## config.mk

```make
export PLATFORM = sky130hd
export DESIGN_NAME = usb_rx_crc16_check
export DESIGN_NICKNAME = d
export VERILOG_FILES = /design/src/rtl/usb_pkg.sv /design/src/rtl/crc_16.sv /design/src/rtl/usb_rx_crc16_check.sv
export SDC_FILE = /design/constraint.sdc
export NUM_CORES = 1
export LEC_CHECK = 0
export CAP_MARGIN = 30
export CORE_UTILIZATION = 50
export CTS_BUF_LIST = sky130_fd_sc_hd__clkbuf_4 sky130_fd_sc_hd__clkbuf_8
export CTS_CLUSTER_DIAMETER = 150
export CTS_CLUSTER_SIZE = 8
export DETAILED_ROUTE_END_ITERATION = 12
export HOLD_SLACK_MARGIN = 0.12
export PLACE_DENSITY = 0.72
export SKIP_LAST_GASP = 1
export SLEW_MARGIN = 10
export SYNTH_ARGS = -nofsm -noshare
export SYNTH_HDL_FRONTEND = slang
export SYNTH_SLANG_ARGS = --single-unit
```

## constraint.sdc

```tcl
create_clock -name clk_i -period 2.9 [get_ports clk_i]
set_input_delay 0.87 -clock clk_i [delete_from_list [all_inputs] [get_ports clk_i]]
set_output_delay 0.87 -clock clk_i [all_outputs]
set_load 0.1 [all_outputs]
```

## src/rtl/usb_pkg.sv

```systemverilog
// Shared types and constants for the USB receive path: FSM state encoding,
// CRC16 seed and the PID nibbles the receive logic cares about.
package usb_pkg;

    typedef enum logic {
        ST_IDLE = 1'b0,
        ST_DATA = 1'b1
    } usb_state_t;

    localparam logic [15:0] CRC16_INIT = 16'hFFFF;

    localparam logic [3:0] PID_DATA0 = 4'h3;
    localparam logic [3:0] PID_DATA1 = 4'hB;
    localparam logic [3:0] PID_ACK   = 4'h2;

endpackage

```

## src/rtl/crc_16.sv

```systemverilog
// One-byte step of the USB CRC16 (poly 0x8005, processed LSB first, so the
// reflected constant 0xA001 is used). Purely combinational.
module crc_16 (
    input  logic [15:0] crc_i,
    input  logic [7:0]  data_i,
    output logic [15:0] crc_o
);

    logic [15:0] w_c;

    always_comb begin
        w_c = crc_i;
        for (int i = 0; i < 8; i++) begin
            if (w_c[0] ^ data_i[i]) begin
                w_c = {1'b0, w_c[15:1]} ^ 16'hA001;
            end else begin
                w_c = {1'b0, w_c[15:1]};
            end
        end
        crc_o = w_c;
    end

endmodule

```

## src/rtl/usb_rx_crc16_check.sv

```systemverilog
// USB receive packet checker: splits off the PID, forwards payload through a
// two-byte delay line so the trailing CRC16 bytes are never forwarded, and
// reports CRC/PID errors with a single end-of-packet pulse.
module usb_rx_crc16_check
    import usb_pkg::*;
(
    input  logic       clk_i,
    input  logic       rst_i,
    input  logic       in_valid_i,
    input  logic [7:0] in_data_i,
    input  logic       in_last_i,
    output logic       pid_valid_o,
    output logic [3:0] pid_o,
    output logic       data_valid_o,
    output logic [7:0] data_o,
    output logic       done_o,
    output logic       crc_err_o,
    output logic       pid_err_o,
    output usb_state_t state_o
);

    usb_state_t  r_state;
    usb_state_t  w_state_next;
    logic [1:0]  r_fill;
    logic [7:0]  r_d0;
    logic [7:0]  r_d1;
    logic [15:0] r_crc;
    logic        r_pid_bad;

    logic [15:0] w_crc_next;
    logic        w_accept_pid;
    logic        w_accept_dat;
    logic        w_shift;
    logic        w_end;
    logic [15:0] w_end_crc;
    logic [7:0]  w_tail_lo;
    logic        w_crc_bad;
    logic        w_pid_bad_now;
    logic        w_done;
    logic        w_crc_err;
    logic        w_pid_err;

    // r_d0 is always the oldest byte, so it is the one that leaves the line.
    crc_16 u_crc_16 (
        .crc_i  (r_crc),
        .data_i (r_d0),
        .crc_o  (w_crc_next)
    );

    always_ff @(posedge clk_i) begin
        if (rst_i) begin
            r_state <= ST_IDLE;
        end else begin
            r_state <= w_state_next;
        end
    end

    always_comb begin
        w_state_next = r_state;
        if (in_valid_i) begin
            case (r_state)
                ST_IDLE: w_state_next = in_last_i ? ST_IDLE : ST_DATA;
                ST_DATA: if (in_last_i) w_state_next = ST_IDLE;
                default: w_state_next = ST_IDLE;
            endcase
        end
    end

    always_comb begin
        w_accept_pid  = in_valid_i && (r_state == ST_IDLE);
        w_accept_dat  = in_valid_i && (r_state == ST_DATA);
        w_shift       = w_accept_dat && (r_fill == 2'd2);
        w_end         = w_accept_dat && in_last_i;
        w_end_crc     = w_shift ? w_crc_next : r_crc;
        w_tail_lo     = (r_fill == 2'd2) ? r_d1 : r_d0;
        // The CRC is sent inverted, low byte first.
        w_crc_bad     = (r_fill == 2'd0)
                     || (w_tail_lo != ~w_end_crc[7:0])
                     || (in_data_i != ~w_end_crc[15:8]);
        w_pid_bad_now = (in_data_i[7:4] != ~in_data_i[3:0]);
        w_done        = (w_accept_pid && in_last_i) || w_end;
        w_crc_err     = w_end && w_crc_bad;
        w_pid_err     = (w_accept_pid && in_last_i) ? w_pid_bad_now
                                                    : (w_end && r_pid_bad);
    end

    always_ff @(posedge clk_i) begin
        if (rst_i) begin
            r_fill       <= 2'd0;
            r_d0         <= 8'h00;
            r_d1         <= 8'h00;
            r_crc        <= CRC16_INIT;
            r_pid_bad    <= 1'b0;
            pid_valid_o  <= 1'b0;
            pid_o        <= 4'h0;
            data_valid_o <= 1'b0;
            data_o       <= 8'h00;
            done_o       <= 1'b0;
            crc_err_o    <= 1'b0;
            pid_err_o    <= 1'b0;
        end else begin
            pid_valid_o  <= w_accept_pid;
            data_valid_o <= w_shift;
            done_o       <= w_done;
            crc_err_o    <= w_crc_err;
            pid_err_o    <= w_pid_err;
            if (w_accept_pid) begin
                pid_o     <= in_data_i[3:0];
                r_crc     <= CRC16_INIT;
                r_fill    <= 2'd0;
                r_pid_bad <= w_pid_bad_now;
            end
            if (w_accept_dat) begin
                case (r_fill)
                    2'd0: begin
                        r_d0   <= in_data_i;
                        r_fill <= 2'd1;
                    end
                    2'd1: begin
                        r_d1   <= in_data_i;
                        r_fill <= 2'd2;
                    end
                    default: begin
                        r_d0   <= r_d1;
                        r_d1   <= in_data_i;
                        r_crc  <= w_crc_next;
                        data_o <= r_d0;
                    end
                endcase
            end
        end
    end

    assign state_o = r_state;

endmodule
```

==> out/metrics.yaml, run 1 <==
worstSetupPathType: "input pin to flop"
drive_gt1_share_pct: 17.3
portBuffers: 29
ys_ff_latch: 53
clk_latency_ns: 0.32
fin_area_mm2: 0.00341
synth_cells: 355
initial_utilization_pct: 52.2
layout_commonest_cell: "dfxtp_1"
crit_family: "buffers and inverters"
dp.cells: 452
drc: 0
timing.fmax_mhz: 387
hold_depth: 2
track_usage_pct: 28.2
required_ns: 3.12
status: "finished, final reports clean"
synth_edf_count: 0
yosysSeqAreaShare_pct: 36.7
coreArea_mm2: 0.00554
fin_crit_sh_pct: 89.1
drt_pass1_iterations: 4
crit_fanout: 15
ir_worst_vdd_mv: 0.306
rsz0062_at_grt: "false"
instances_no_fill: 460
synthTopCellsByArea: "dfxtp_1 (37%), nor2_1 (6.4%), mux2i_1 (5.9%)"
holdBufCountCts: 0
synth_ff_type: "dfxtp_1"
die_area_mm2: 0.00609
ioPinCount: 30
min_period_ns: 2.58
crit_arrival_ns: 2.80
rows: 27
clk_pin_slew_ns: 0.12
clockBufferDepth: 2
min-delay-path-class: "flop to flop"
layout.nets: 399
power.density_mw_per_mm2: 438
path_cells: "clkdlybuf4s50_1, and4b_1, buf_4, mux2i_1, xnor2_1, a21oi_1, nand4_1, o41ai_1, nand2_1"
cts_resized: 0
syn_area_per_cell_um2: 8.14
leakage_nw: 1.42
maxCapViolCount: 0
slew_headroom_pct: 67.2
grt_antenna_before_repair: 0
ant_nets: 0
die_y_um: 78.0
synth_warnings: 0
clock_sinks: 53
r2r_slack_ns: 0.56
synth_area_mm2: 0.00289
cts_made_buffers: 5
grt.overflow.total: 0
setup_viol: 0
yosys.area.top_type: "dfxtp_1"
die_w_um: 78.0
wirelength_mm: 8.07
syn_nets: 367
cpMaxStageDelayCell: "clkdlybuf4s50_1"
post_cts_buffers: 0
syn2layout_area_growth_pct: 18.1
grt_pass1_wl_mm: 13.1
tritoncts: "yes"
most-common-layout-cells: "dfxtp_1 (53), nor2_1 (49), nand2_1 (43)"
fin_skew_ns: 0.0137
slowest_delay_ns: 0.47
htree_levels: 2
grt_max_degree: 52
slew_violations: 0
placed_area_mm2: 0.00332
place_congestion: 0.893
first_iter_violations: 142
tightest_slew_ns: 0.489
start_kind: "input pin"
hold_viol: 0
wl_per_cell_um: 17.5
end_kind: "flop"
via_per_inst: 5.69
ff2ff_path_depth: 7
async_flop_share_pct: 0
place_hpwl_mm: 5.86
cp.buffers_inverters: 2
num_antenna_cells: 0
synth_top_area_share_pct: 36.7
crit_cells: 9
num_vias: 2618
grt_pass1_vias: 2491
yosysUniqueCellTypes: 44
root_buffer: "clkbuf_8"
==> cell usage after synthesis, drive strengths merged (2+ instances only) <==
cell type	n
o221ai	2
inv	3
nand3	2
nor4	2
mux2i	17
nor3	18
nand2	43
a311oi	8
a21oi	26
xor2	17
nor2b	3
o21ai	18
or2	4
nand2b	2
nand4b	2
xnor2	22
clkbuf	23
mux2	3
a211oi	2
dfxtp	53
and3	2
o21bai	12
a32oi	2
buf	5
nor2	49
==> sequential cells by signal (all words and copies together) (netlist names) <==
register / cells
r_crc: 16
done_o: 1
pid_o: 4
r_d1: 8
data_valid_o: 1
data_o: 8
r_fill: 2
crc_err_o: 1
state_o: 1
r_pid_bad: 1
pid_err_o: 1
r_d0: 8
pid_valid_o: 1
==> cells by family after synthesis <==
logic type / Yosys count / share of synthesized area (%)
DFF: 53 / 36.7
muxes: 20 / 7.06
and+or+nand+nor: 134 / 20.6
buffers and inverters: 31 / 4.20
AOI/OAI and AO/OA: 78 / 17.3
xor gates and xnor gates: 39 / 14.2
==> worst register-to-register path: stages (launching register included) <==
cell,delay (ns)
dfxtp_1,0.39
xnor2_2,0.45
xnor2_1,0.24
mux2_2,0.32
a2111oi_2,0.36
o2111ai_1,0.16
o41ai_1,0.25
nand2_1,0.08
==> per-stage QoR <==
stage          worst slack, ns  utilization, %  hold slack [ns]  power (W)  setup TNS (ns)
2_1_floorplan            0.205               -            0.467   0.000971               0
3_3_place_gp         -0.000636            59.9            0.446    0.00106       -0.000636
3_5_place_dp           0.00644            59.9            0.450    0.00106               0
4_1_cts                  0.345            61.6            0.466    0.00150               0
5_1_grt                 0.0892            61.6            0.481    0.00155               0
6_report                 0.317            61.6            0.463    0.00149               0
==> path summary, 6_finish.rpt <==
check             start        end
min reg2reg   data_o[7]  data_o[7]
min           data_o[7]  data_o[7]
max reg2reg     r_d0[7]  crc_err_o
max          in_valid_i  crc_err_o
==> final cells by class <==
class                      instances  area [µm²]
fill                             527        2130
multi-input combinational        271        1710
clock inverter                     3        22.5
clock buffer                       5        68.8
sequential                        53        1060
timing repair buffer              53         450
inverter                           3        11.3
tap                               72        90.1
==> metal layers <==
layer	track usage [%]	vias to the layer above	wire length, µm
li1	-	1283	-
met1	38.3	1239	3730
met2	46.1	83	3740
met3	4.07	13	448
met4	9.63	0	150
met5	0	-	0
==> report_power, final <==
group	switching (W)	internal [W]
Sequential	0.0000159	0.000743
Clock	0.000274	0.000172
Combinational	0.000178	0.000110
Total	0.000468	0.00103
No activity file was read; power rests on OpenSTA's default activity.
==> run 2, diff against run 1 <==
ABC_AREA = 1   (was not set)
CTS_CLUSTER_SIZE = not set   (was 8)
MAX_ROUTING_LAYER = met4   (was not set)
==> run 2 against run 1 <==
Compared with the run above:
- setup slack got worse by 0.023 ns
- critical path type unchanged
- combinational power is 1% higher
- first-iteration DRC count grew 35%
- critical endpoint unchanged
- total power rose by 12%
- largest cell class unchanged
==> out/metrics.yaml, run 2 <==
num_vias: 2955  # was 2,618
required_ns: 3.13  # was 3.12 ns
fin_skew_ns: 0.0114  # was 0.0137 ns
rsz0062_at_grt: "false"  # unchanged
grt_pass1_vias: 2850  # was 2,491
clock_sinks: 53  # unchanged
setup_viol: 0  # unchanged
root_buffer: "clkbuf_8"  # unchanged
synth_top_cells_by_count: "nand2_1 (144), dfxtp_1 (53), o21ai_0 (48)"  # was dfxtp_1 (53), nor2_1 (49), nand2_1 (43)
track_usage_pct: 29.1  # was 28.2%
yosysSeqAreaShare_pct: 35.9  # was 36.7%
tns_ns: 0  # unchanged
portBuffers: 29  # unchanged
worstSetupPathType: "input pin to flop"  # unchanged
rows: 27  # unchanged
holdBufCountCts: 0  # unchanged
via_per_inst: 5.37  # was 5.69
maxCapViolCount: 0  # unchanged
first_iter_violations: 192  # was 142
start_kind: "input pin"  # unchanged
clk_latency_ns: 0.32  # about the same
postLayoutCoreUtil_pct: 61.0  # was 61.6%
ys_ff_latch: 53  # unchanged
yosysUniqueCellTypes: 35  # was 44
crit_fanout: 18  # was 15
yosys.area.top_type: "dfxtp_1"  # unchanged
place_hpwl_mm: 6.16  # was 5.86 mm
hold_ws_ns: 0.470  # was 0.463 ns
place_congestion: 0.962  # was 0.893
htree_levels: 2  # unchanged
syn_nets: 457  # was 367
grt_pass1_wl_mm: 13.5  # was 13.1 mm
hold_viol: 0  # unchanged
layout.nets: 489  # was 399
instances_no_fill: 550  # was 460
syn_area_per_cell_um2: 6.64  # was 8.14 µm²
min-delay-path-class: "flop to flop"  # unchanged
min_period_ns: 2.61  # was 2.58 ns
ioPinCount: 30  # unchanged
crit_arrival_ns: 2.84  # was 2.80 ns
grt.overflow.total: 0  # unchanged
slew_violations: 0  # unchanged
post_cts_buffers: 0  # unchanged
wirelength_mm: 8.18  # was 8.07 mm
grt_antenna_before_repair: 0  # unchanged
largest_register_ffs: 16  # unchanged
dp.cells: 542  # was 452
max_flop_register: "r_crc"  # unchanged
synthTopCellsByArea: "dfxtp_1 (36%), nand2_1 (18%), o21ai_0 (8.1%)"  # was dfxtp_1 (37%), nor2_1 (6.4%), mux2i_1 (5.9%)
syn2layout_area_growth_pct: 15.8  # was 18.1%
end_kind: "flop"  # unchanged
ant_nets: 0  # unchanged
synth_cells: 445  # was 355
most-common-layout-cells: "nand2_1 (144), dfxtp_1 (53), o21ai_0 (48)"  # was dfxtp_1 (53), nor2_1 (49), nand2_1 (43)
yosysMostFrequentCell: "nand2_1"  # was dfxtp_1
status: "finished, final reports clean"  # unchanged
coreArea_mm2: 0.00561  # was 0.00554 mm²
die_y_um: 78.9  # was 78.0 µm
synth_warnings: 0  # unchanged
wl_per_cell_um: 14.9  # was 17.5 µm
ir_worst_vdd_mv: 0.284  # was 0.306 mV
tritoncts: "yes"  # unchanged
drc: 0  # unchanged
timing.fmax_mhz: 384  # was 387 MHz
slew_headroom_pct: 58.7  # was 67.2%
drt_pass1_iterations: 4  # unchanged
initial_utilization_pct: 52.7  # was 52.2%
cts_resized: 0  # unchanged
grt_max_degree: 37  # was 52
drive_gt1_share_pct: 13.8  # was 17.3%
fin_crit_sh_pct: 89.9  # was 89.1%
die_w_um: 78.9  # was 78.0 µm
cts_made_buffers: 5  # unchanged
clk_pin_slew_ns: 0.11  # was 0.12 ns
die_area_mm2: 0.00622  # was 0.00609 mm²
leakage_nw: 1.65  # was 1.42 nW
synth_area_mm2: 0.00295  # was 0.00289 mm²
async_flop_share_pct: 0  # unchanged
synth_ff_type: "dfxtp_1"  # unchanged
power.density_mw_per_mm2: 489  # was 438 mW/mm²
synth_edf_count: 0  # unchanged
tightest_slew_ns: 0.613  # was 0.489 ns
num_antenna_cells: 0  # unchanged
layout_commonest_cell: "nand2_1"  # was dfxtp_1
synth_top_area_share_pct: 35.9  # was 36.7%
clockBufferDepth: 2  # unchanged
-- run 2: changes by cell type in the layout (fill, tap and decap cells not counted), sizes merged, moves of 7 or more --
| cell | delta |
|---|---|
| mux2i | -16 |
| a31oi | +7 |
| o21bai | -12 |
| nand2 | +111 |
| nor3 | -17 |
| xor2 | -11 |
| o22ai | +7 |
| buf | -15 |
| nand3 | +32 |
| a311oi | -8 |
| nor2 | -18 |
| inv | +40 |
| o21ai | +32 |
| xnor2 | -13 |
-- run 2: worst paths after layout --
check	cells past startpoint	startpoint	slack, ns	endpoint
worst min-delay path	2	pid_o[3]	0.47	pid_o[3]
worst max register to register	14	r_d0[7]	0.89	crc_err_o
worst min register to register	2	pid_o[3]	0.47	pid_o[3]
worst max-delay path	15	in_valid_i	0.29	crc_err_o
-- run 2: routing by layer --
metal / GRT usage (%) / wire length, µm
met2: 45.8 / 3760
met3: 6.09 / 403
met5: - / 0
met1: 35.5 / 3740
met4: 14.0 / 284
-- run 2: cell families (layout without fill, tap and decap cells) --
| family | after synthesis | in the layout | synth area share, % |
|---|---|---|---|
| AOI/OAI and AO/OA | 90 | 90 | 16.5 |
| and+or+nand+nor | 229 | 229 | 34.4 |
| xor gates and xnor gates | 15 | 15 | 4.70 |
| muxes | 1 | 1 | 0.339 |
| DFF | 53 | 53 | 35.9 |
| buffers and inverters | 57 | 90 | 8.13 |
-- run 2: area by class of cell --
cell class	instances	area, µm²
clock buffers	5	68.8
clock inverters	3	68.8
fillers	563	2190
inverters	44	168
multi-input cells	335	1650
flip-flops and latches	53	1060
well taps	72	90.1
repair buffers	38	313
-- run 2: critical path, stage by stage --
cell and delay, ns:
clkdlybuf4s50_1 0.56, nand2_2 0.16, nor2_8 0.27, nand2_1 0.08
nand2_1 0.08, xor2_1 0.14, nand2_1 0.07, nor2_1 0.08
nand2_1 0.05, nor2_1 0.08, nand3_1 0.06, nor2_1 0.11
nand2_1 0.08, nor2_2 0.09, a21oi_2 0.05
-- run 2: report_power, final --
part,switching (W),internal (W),total [W],leakage [nW]
registers,0.0000180,0.000745,0.000763,0.431
logic,0.000205,0.0000882,0.000293,1.15
clock network,0.000269,0.000348,0.000616,0.0687
total,0.000491,0.00118,0.00167,1.65
-- run 2: stage by stage --
stage               power, W  setup WS, ns  cell area [µm²]
finish               0.00167         0.294             3420
global route         0.00173         0.104             3420
CTS                  0.00168         0.293             3420
detailed placement   0.00107       -0.0351             3280
global placement     0.00106      -0.00104             3280
floorplan           0.000987         0.435             2950
==> run 3, diff against run 2 <==
CORE_MARGIN = 5   (was not set)
SETUP_SLACK_MARGIN = 0.2   (was not set)
==> run 3 against run 2 <==
Compared with the run above:
- non-clock buffer count rose by 1
- critical path depth did not move
- wire length fell by 1.6%
- critical path type unchanged
- combinational power barely moved
- sequential share of layout area rose by 0.10 points
- critical endpoint unchanged
- die area rose by 21%
==> out/metrics.yaml, run 3 (synthesis gave the netlist of run 2 again) <==
maxCapViolCount: 0  # unchanged
grt_pass1_vias: 2903  # was 2,850
ant_nets: 0  # unchanged
clk_pin_slew_ns: 0.10  # was 0.11 ns
grt_max_degree: 37  # unchanged
clock_sinks: 53  # unchanged
slew_headroom_pct: 60.3  # was 58.7%
largest_register_ffs: 16  # unchanged
drt_pass1_iterations: 4  # unchanged
via_per_inst: 5.30  # was 5.37
min_period_ns: 2.21  # was 2.61 ns
ioPinCount: 30  # unchanged
worstSetupPathType: "input pin to flop"  # unchanged
wirelength_mm: 8.06  # was 8.18 mm
holdBufCountCts: 0  # unchanged
htree_levels: 2  # unchanged
coreArea_mm2: 0.00582  # was 0.00561 mm²
required_ns: 3.12  # was 3.13 ns
status: "finished, final reports clean"  # unchanged
layout_commonest_cell: "nand2_1"  # unchanged
track_usage_pct: 23.5  # was 29.1%
initial_utilization_pct: 50.8  # was 52.7%
layout.nets: 490  # was 489
grt_antenna_before_repair: 0  # unchanged
setup_slack_ns: 0.694  # was 0.294 ns
dp_slack_ns: -0.0133  # was -0.0351 ns
fin_skew_ns: 0.0106  # was 0.0114 ns
clockBufferDepth: 2  # unchanged
grt.overflow.total: 0  # unchanged
slew_violations: 0  # unchanged
grt_pass1_wl_mm: 13.7  # was 13.5 mm
rows: 28  # was 27
leakage_nw: 1.65  # about the same
tritoncts: "yes"  # unchanged
num_vias: 2934  # was 2,955
root_buffer: "clkbuf_8"  # unchanged
crit_arrival_ns: 2.43  # was 2.84 ns
fin_area_mm2: 0.00341  # was 0.00342 mm²
power.density_mw_per_mm2: 462  # was 489 mW/mm²
min-delay-path-class: "flop to flop"  # unchanged
wl_per_cell_um: 14.5  # was 14.9 µm
first_iter_violations: 188  # was 192
die_y_um: 86.9  # was 78.9 µm
place_hpwl_mm: 6.06  # was 6.16 mm
syn2layout_area_growth_pct: 15.5  # was 15.8%
tns_ns: 0  # unchanged
rsz0062_at_grt: "false"  # unchanged
crit_fanout: 16  # was 18
start_kind: "input pin"  # unchanged
ir_worst_vdd_mv: 0.274  # was 0.284 mV
hold_viol: 0  # unchanged
placed_area_mm2: 0.00329  # was 0.00328 mm²
drive_gt1_share_pct: 14.0  # was 13.8%
max_flop_register: "r_crc"  # unchanged
clk_latency_ns: 0.31  # was 0.32 ns
place_congestion: 0.945  # was 0.962
setup_viol: 0  # unchanged
tightest_slew_ns: 0.589  # was 0.613 ns
postLayoutCoreUtil_pct: 58.6  # was 61.0%
end_kind: "flop"  # unchanged
num_antenna_cells: 0  # unchanged
timing.fmax_mhz: 453  # was 384 MHz
portBuffers: 29  # unchanged
fin_crit_sh_pct: 76.1  # was 89.9%
cts_made_buffers: 5  # unchanged
die_w_um: 86.9  # was 78.9 µm
most-common-layout-cells: "nand2_1 (144), dfxtp_1 (53), o21ai_0 (48)"  # unchanged
drc: 0  # unchanged
die_area_mm2: 0.00755  # was 0.00622 mm²
==> run 3: critical path: stages <==
cell and delay [ns]:
dlymetal6s2s_1 0.17, nand2_2 0.16, nor2_8 0.22, buf_4 0.16, nand3_1 0.09, nand3_1 0.08
nand2_1 0.06, nor2_1 0.10, nand2_1 0.05, nor2_1 0.08, nand3_1 0.08, nor2_1 0.09
nand2_1 0.07, nor2_2 0.09, a21oi_2 0.05
==> run 3: final timing paths <==
check	startpoint	end	slack, ns	depth (start not counted)
hold / removal	pid_o[0]	pid_o[0]	0.47	2
setup / recovery	in_valid_i	crc_err_o	0.69	15
setup reg to reg	r_d0[2]	crc_err_o	0.91	14
hold reg to reg	pid_o[0]	pid_o[0]	0.47	2
==> run 3: cell type report <==
type / count / area [µm²]
fill: 573 / 2400
timing repair buffer: 39 / 323
tap: 75 / 93.8
sequential: 53 / 1060
inverter: 44 / 168
clock inverter: 3 / 43.8
clock buffer: 5 / 68.8
multi-input combinational: 335 / 1650
==> run 3: timing repair <==
item,CTS,global route
endpoints found under the setup margin,0,1
setup buffers,0,1
resized for setup,0,1
==> run 3: through the flow <==
step,total power [W],hold WS (ns),std cells
5_1_grt,0.00165,0.504,554
2_1_floorplan,0.000987,0.439,445
3_3_place_gp,0.00106,0.441,545
4_1_cts,0.00158,0.475,553
3_5_place_dp,0.00107,0.448,545
6_report,0.00158,0.472,554
==> run 3: metal layers <==
layer	share of wire (%)	track usage [%]
met1	45	29.4
met2	47	38.9
met3	5.4	2.93
met4	2.4	8.36
met5	0	-
==> run 3: power breakdown <==
part / internal, W / switching [W] / total [W]
Sequential: 0.000745 / 0.0000179 / 0.000763
Clock: 0.000259 / 0.000262 / 0.000522
Combinational: 0.0000887 / 0.000202 / 0.000291
Total: 0.00109 / 0.000483 / 0.00158
